### config.mk
export PLATFORM = sky130hd
export DESIGN_NAME = alu_seq_unit
export DESIGN_NICKNAME = d
export VERILOG_FILES = /design/src/rtl/alu_pkg.sv /design/src/rtl/alu_serial_shifter.sv /design/src/rtl/alu_seq_unit.sv
export SDC_FILE = /design/constraint.sdc
export NUM_CORES = 1
export LEC_CHECK = 0
export CAP_MARGIN = 20
export CORE_MARGIN = 4
export CORE_UTILIZATION = 45
export DETAILED_ROUTE_END_ITERATION = 12
export MAX_ROUTING_LAYER = met4
export PLACE_DENSITY = 0.64
export SLEW_MARGIN = 25
export SYNTH_ARGS = -nofsm -noshare
export SYNTH_HDL_FRONTEND = slang
export SYNTH_SLANG_ARGS = --single-unit
### constraint.sdc
create_clock -name i_clk -period 4.52 [get_ports i_clk]
set_clock_uncertainty 0.05 [all_clocks]
set_input_delay 0.452 -clock i_clk [delete_from_list [all_inputs] [get_ports i_clk]]
set_output_delay 0.452 -clock i_clk [all_outputs]
set_load 0.005 [all_outputs]
### src/rtl/alu_pkg.sv
// Shared ALU definitions: function codes used by the ALU control decoder and the
// execute unit, plus the execute-unit FSM and serial-shift mode encodings.
package alu_pkg;

    localparam logic [3:0] ALU_SLL = 4'b0000;
    localparam logic [3:0] ALU_SRL = 4'b0001;
    localparam logic [3:0] ALU_SRA = 4'b0010;
    localparam logic [3:0] ALU_ADD = 4'b1000;
    localparam logic [3:0] ALU_SUB = 4'b1001;
    localparam logic [3:0] ALU_AND = 4'b1100;
    localparam logic [3:0] ALU_OR  = 4'b1101;
    localparam logic [3:0] ALU_NOR = 4'b1110;
    localparam logic [3:0] ALU_XOR = 4'b1111;

    typedef enum logic [1:0] {
        ST_IDLE  = 2'b00,
        ST_SHIFT = 2'b01,
        ST_DONE  = 2'b10
    } state_t;

    // Low two bits of the shift function codes double as the shift mode.
    typedef enum logic [1:0] {
        SH_SLL = 2'b00,
        SH_SRL = 2'b01,
        SH_SRA = 2'b10
    } shift_mode_t;

    function automatic logic is_shift(input logic [3:0] func);
        return (func[3:2] == 2'b00) && (func[1:0] != 2'b11);
    endfunction

endpackage

### src/rtl/alu_serial_shifter.sv
// Bit-serial shifter: moves the loaded value one position per cycle until the
// down-counter expires; value is the one-step-ahead result, valid with done.
module alu_serial_shifter
    import alu_pkg::*;
#(
    parameter int WIDTH = 32,
    localparam int CW = $clog2(WIDTH)
) (
    input  logic             clk,
    input  logic             rst_n,
    input  logic             load,
    input  shift_mode_t      mode_in,
    input  logic [WIDTH-1:0] value_in,
    input  logic [CW-1:0]    count_in,
    output logic             done,
    output logic [WIDTH-1:0] value
);

    logic [WIDTH-1:0] shift_reg;
    logic [WIDTH-1:0] step;
    logic [CW-1:0]    count;
    shift_mode_t      mode;

    always_comb begin
        step = shift_reg;
        case (mode)
            SH_SLL:  step = {shift_reg[WIDTH-2:0], 1'b0};
            SH_SRL:  step = {1'b0, shift_reg[WIDTH-1:1]};
            SH_SRA:  step = {shift_reg[WIDTH-1], shift_reg[WIDTH-1:1]};
            default: step = shift_reg;
        endcase
    end

    // Last shift happens on the edge where the counter goes from 1 to 0.
    assign done  = (count == CW'(1));
    assign value = step;

    always_ff @(posedge clk) begin
        if (!rst_n) begin
            shift_reg <= '0;
            count     <= '0;
            mode      <= SH_SLL;
        end else if (load) begin
            shift_reg <= value_in;
            count     <= count_in;
            mode      <= mode_in;
        end else if (count != '0) begin
            shift_reg <= step;
            count     <= count - CW'(1);
        end
    end

endmodule

### src/rtl/alu_seq_unit.sv
// Multi-cycle execute unit: logic and add/sub finish in one cycle, shifts run
// bit-serially in alu_serial_shifter; valid/ready handshake on both sides.
module alu_seq_unit
    import alu_pkg::*;
#(
    parameter int WIDTH = 32,
    localparam int SHW = $clog2(WIDTH)
) (
    input  logic             i_clk,
    input  logic             i_rst_n,
    input  logic             i_valid,
    output logic             o_ready,
    input  logic [3:0]       i_alu_func,
    input  logic [WIDTH-1:0] i_a,
    input  logic [WIDTH-1:0] i_b,
    input  logic [SHW-1:0]   i_shamt,
    output logic             o_valid,
    input  logic             i_ready,
    output logic [WIDTH-1:0] o_result,
    output logic             o_zero,
    output logic             o_overflow,
    output logic             o_illegal
);

    state_t           state;
    state_t           state_next;
    logic             accept;
    logic             start_shift;
    logic             shifter_done;
    logic             shift_done;
    logic [WIDTH-1:0] shift_value;
    logic [WIDTH-1:0] sum;
    logic [WIDTH-1:0] diff;
    logic [WIDTH-1:0] alu_result;
    logic             alu_overflow;
    logic             alu_illegal;

    assign o_ready     = (state == ST_IDLE);
    assign o_valid     = (state == ST_DONE);
    assign accept      = i_valid && o_ready;
    assign start_shift = accept && is_shift(i_alu_func) && (i_shamt != '0);
    assign shift_done  = shifter_done && (state == ST_SHIFT);

    always_comb begin
        state_next = state;
        case (state)
            ST_IDLE:  if (accept)     state_next = start_shift ? ST_SHIFT : ST_DONE;
            ST_SHIFT: if (shift_done) state_next = ST_DONE;
            ST_DONE:  if (i_ready)    state_next = ST_IDLE;
            default:                  state_next = ST_IDLE;
        endcase
    end

    always_ff @(posedge i_clk) begin
        if (!i_rst_n) state <= ST_IDLE;
        else          state <= state_next;
    end

    // Single-cycle datapath; a shift only lands here when its amount is zero.
    always_comb begin
        sum          = i_a + i_b;
        diff         = i_a - i_b;
        alu_result   = '0;
        alu_overflow = 1'b0;
        alu_illegal  = 1'b0;
        case (i_alu_func)
            ALU_ADD: begin
                alu_result   = sum;
                alu_overflow = (i_a[WIDTH-1] == i_b[WIDTH-1]) && (sum[WIDTH-1] != i_a[WIDTH-1]);
            end
            ALU_SUB: begin
                alu_result   = diff;
                alu_overflow = (i_a[WIDTH-1] != i_b[WIDTH-1]) && (diff[WIDTH-1] != i_a[WIDTH-1]);
            end
            ALU_AND: alu_result = i_a & i_b;
            ALU_OR:  alu_result = i_a | i_b;
            ALU_NOR: alu_result = ~(i_a | i_b);
            ALU_XOR: alu_result = i_a ^ i_b;
            ALU_SLL, ALU_SRL, ALU_SRA: alu_result = i_b;
            default: alu_illegal = 1'b1;
        endcase
    end

    always_ff @(posedge i_clk) begin
        if (!i_rst_n) begin
            o_result   <= '0;
            o_zero     <= 1'b0;
            o_overflow <= 1'b0;
            o_illegal  <= 1'b0;
        end else if (accept && !start_shift) begin
            o_result   <= alu_result;
            o_zero     <= (alu_result == '0);
            o_overflow <= alu_overflow;
            o_illegal  <= alu_illegal;
        end else if (shift_done) begin
            o_result   <= shift_value;
            o_zero     <= (shift_value == '0);
            o_overflow <= 1'b0;
            o_illegal  <= 1'b0;
        end
    end

    alu_serial_shifter #(.WIDTH(WIDTH)) u_shifter (
        .clk      (i_clk),
        .rst_n    (i_rst_n),
        .load     (start_shift),
        .mode_in  (shift_mode_t'(i_alu_func[1:0])),
        .value_in (i_b),
        .count_in (i_shamt),
        .done     (shifter_done),
        .value    (shift_value)
    );

endmodule

==> results.toml <==
[setup_path]
required_ps = 4710
reg2reg_slack_ps = 760
cp_max_fo = 8
worstSetupPathType = "in -> reg"
rr_startpoint = "u_shifter.count[2]"
regToRegEndpoint = "o_zero"
r2r_cells = 13
cp-start-kind = "input port"
critPathLaunch = "i_b[7]"
crit_top_cell = "buf_4"
arrival_ps = 4560
cpPeakStageDelay_ps = 500
path_cells = "clkdlybuf4s50_1 > inv_1 > ha_1 > buf_4 > nor2_1 > o311ai_0 > a21oi_2 > buf_4 > mux2i_1 > nand4b_1 > nor3_1 > nand4_1 > nor4bb_1 > buf_4 > nand4_1 > or4_1 > o32ai_1"
end_kind = "flop"
cp_slowest_cell = "or4_1"

[hold_path]
worst_hold_path_type = "reg -> reg"
min_path_cells = 2
hold_end = "o_overflow"
hp-start = "o_overflow"

[route]
first_iter_violations = 1546
drt_wl_total_um = 41500
drc = 0
routed_via_density = 6.32
num_vias = 12300
antenna_left = 0
wl_per_cell_um = 21.3
drtPass1Iterations = 5

[sta]
setup_violations = 0
hold_viol = 0
fin_crit_sh_pct = 96.6
fin_ws_ps = 153
slew_headroom_pct = 35.8
fin_crit_ps = 4370
tightest_slew_ps = 960
rsz0062_at_grt = "false"
slew_viol_final = 0
fmax_mhz = 229

[finish]
instances_no_fill = 1946
synthToLayoutAreaGrowth_pct = 31.7
nNetsFinal = 1845
post-route-util_pct = 60.6
fill_cells = 2052
multi_input_area_mm2 = 0.00788
drive_above_1_share_pct = 17.8
register_area_mm2 = 0.00152

[synthesis]
post-synth-top-count-cell = "nor2_1"
async_reset_ff_share_pct = 0
synth_top_area_share_pct = 15.1
syn_area_mm2 = 0.0101
synth-edff-count = 0
syn_nets = 1605
syn_inst = 1419
synth_common_cells = "nor2_1 (165), a21oi_1 (123), ha_1 (107), nand2_1 (105), inv_1 (95)"
seq_area_frac_synth_pct = 15.1
synth_area_leader_cell = "dfxtp_1"
ys.flop_type = "dfxtp_1"
synth_cell_type_count = 96
yosysWarnings = 0
syn_avg_cell_area_um2 = 7.10
yosys_register_bits = 76
synthTopCellsByArea = "dfxtp_1 (15%), ha_1 (13%), nor2_1 (6.2%)"

[clock_tree]
clock_latency_ps = 340
cts_setup_buffers = 0
htreeDepth = 3
clockRootBuffer = "clkbuf_16"
clk_pin_slew_ps = 60
cts_tree = "done"
cts_buffers = 9
clkSinkCount = 76
cts_resized = 0
cts_buffer_depth = 2
cts_hold_buf = 0

[floorplanning]
coreArea_mm2 = 0.0219
start_util_pct = 46.0
dieArea_mm2 = 0.0248
dieWidth_um = 158
fp.dieH_um = 158
num_rows = 54
io_pins = 114

[placed_design]
place_ws_ps = -189
dp.cells = 1927
io_buffers = 113
gp_congestion = 1.00
dp_hpwl_um = 32300

[power_and_ir_drop]
p_sw_mw = 1.52
p_per_area_mw_per_mm2 = 273
netSwitchingFraction_pct = 41.9
p_clk_share_pct = 20.6
pwr-share-seq_pct = 25.0
p_int_mw = 2.10
ir_drop_mv = 0.326
p_leak_nw = 5.58
p_comb_share_pct = 54.3

[grt]
grt_overflow_total = 0
grt_max_degree = 56
grt_pass1_wl_um = 63900
grt_util_all_layers_pct = 33.3
antenna_found_initial = 2
grt_pass1_vias = 11300

[job]
drv_cap = 0

[run_status]
status = "finished clean"
[critical path, delay by kind of cell]
family          cells  cell delay, ps
simple gates        7            1890
buf+inv             5            1110
compound gates      3             680
fa+ha+maj           1             340
mux                 1              70
[worst max path at each step]
stage,cells past startpoint,slack (ps),endpoint
6_report,17,150,o_zero
5_1_grt,17,4,o_zero
4_1_cts,17,110,o_zero
3_5_place_dp,17,-190,o_zero
3_3_place_gp,18,-150,o_zero
2_1_floorplan,14,720,o_zero
[per-layer routing]
metal	up-vias	share of wire, %	global-route usage (%)
li1	5775	-	-
met1	5796	45	45.9
met2	627	44	51.8
met3	96	8.3	4.07
met4	0	3.0	9.30
met5	-	0	-
[metrics by stage]
stage	instance area, um^2	hold slack, ps	power, mW	TNS [ps]
2_1_floorplan	10100	433	2.05	0
3_3_place_gp	12900	446	2.77	-150
3_5_place_dp	12900	458	2.78	-189
4_1_cts	13200	472	3.54	0
5_1_grt	13300	507	3.83	0
6_report	13300	473	3.62	0
[cell usage in the layout (no fill, tap or decap), drive strengths merged, types with 13 or more instances in the layout]
cell type,n
ha,107
dfxtp,76
nor2b,16
nand4,18
nand2b,15
a221oi,16
o221ai,17
clkdlybuf4s50,112
a211oi,82
o22a,28
a21oi,126
nand3,29
buf,217
nor2,165
nor3,44
inv,98
o31ai,13
o211ai,36
o21ai,83
clkbuf,13
nand2,105
a31oi,16
[power by group through the flow]
stage | registers (mW) | logic [mW] | clock network (mW)
floorplan | 0.878 | 1.17 | 0
global placement | 0.912 | 1.86 | 0
detailed placement | 0.912 | 1.87 | 0
CTS | 0.901 | 1.89 | 0.748
global route | 0.920 | 2.14 | 0.777
finish | 0.906 | 1.97 | 0.746
[logic make-up (layout without fill, tap and decap cells)]
family | count (synthesis) | after routing | share of synthesized area [%]
other | 0 | 2 | 0
AND/OR/NAND/NOR | 472 | 472 | 22.5
XOR/XNOR | 16 | 16 | 1.39
multiplexers | 12 | 12 | 1.23
adder cells (fa/ha/maj) | 109 | 109 | 13.7
flip-flops | 76 | 76 | 15.1
AO/OA/AOI/OAI | 537 | 537 | 38.3
buffers and inverters | 197 | 442 | 7.77
[area by class of cell]
type | count | share of cell area (%)
tap | 280 | 2.64
antenna | 2 | 0.0378
timing repair buffer | 329 | 21.4
sequential | 76 | 11.5
clock buffer | 13 | 1.96
clock inverter | 3 | 0.330
multi-input combinational | 1146 | 59.4
inverter | 97 | 2.75
Note: power is estimated with default switching activity, not from simulation.
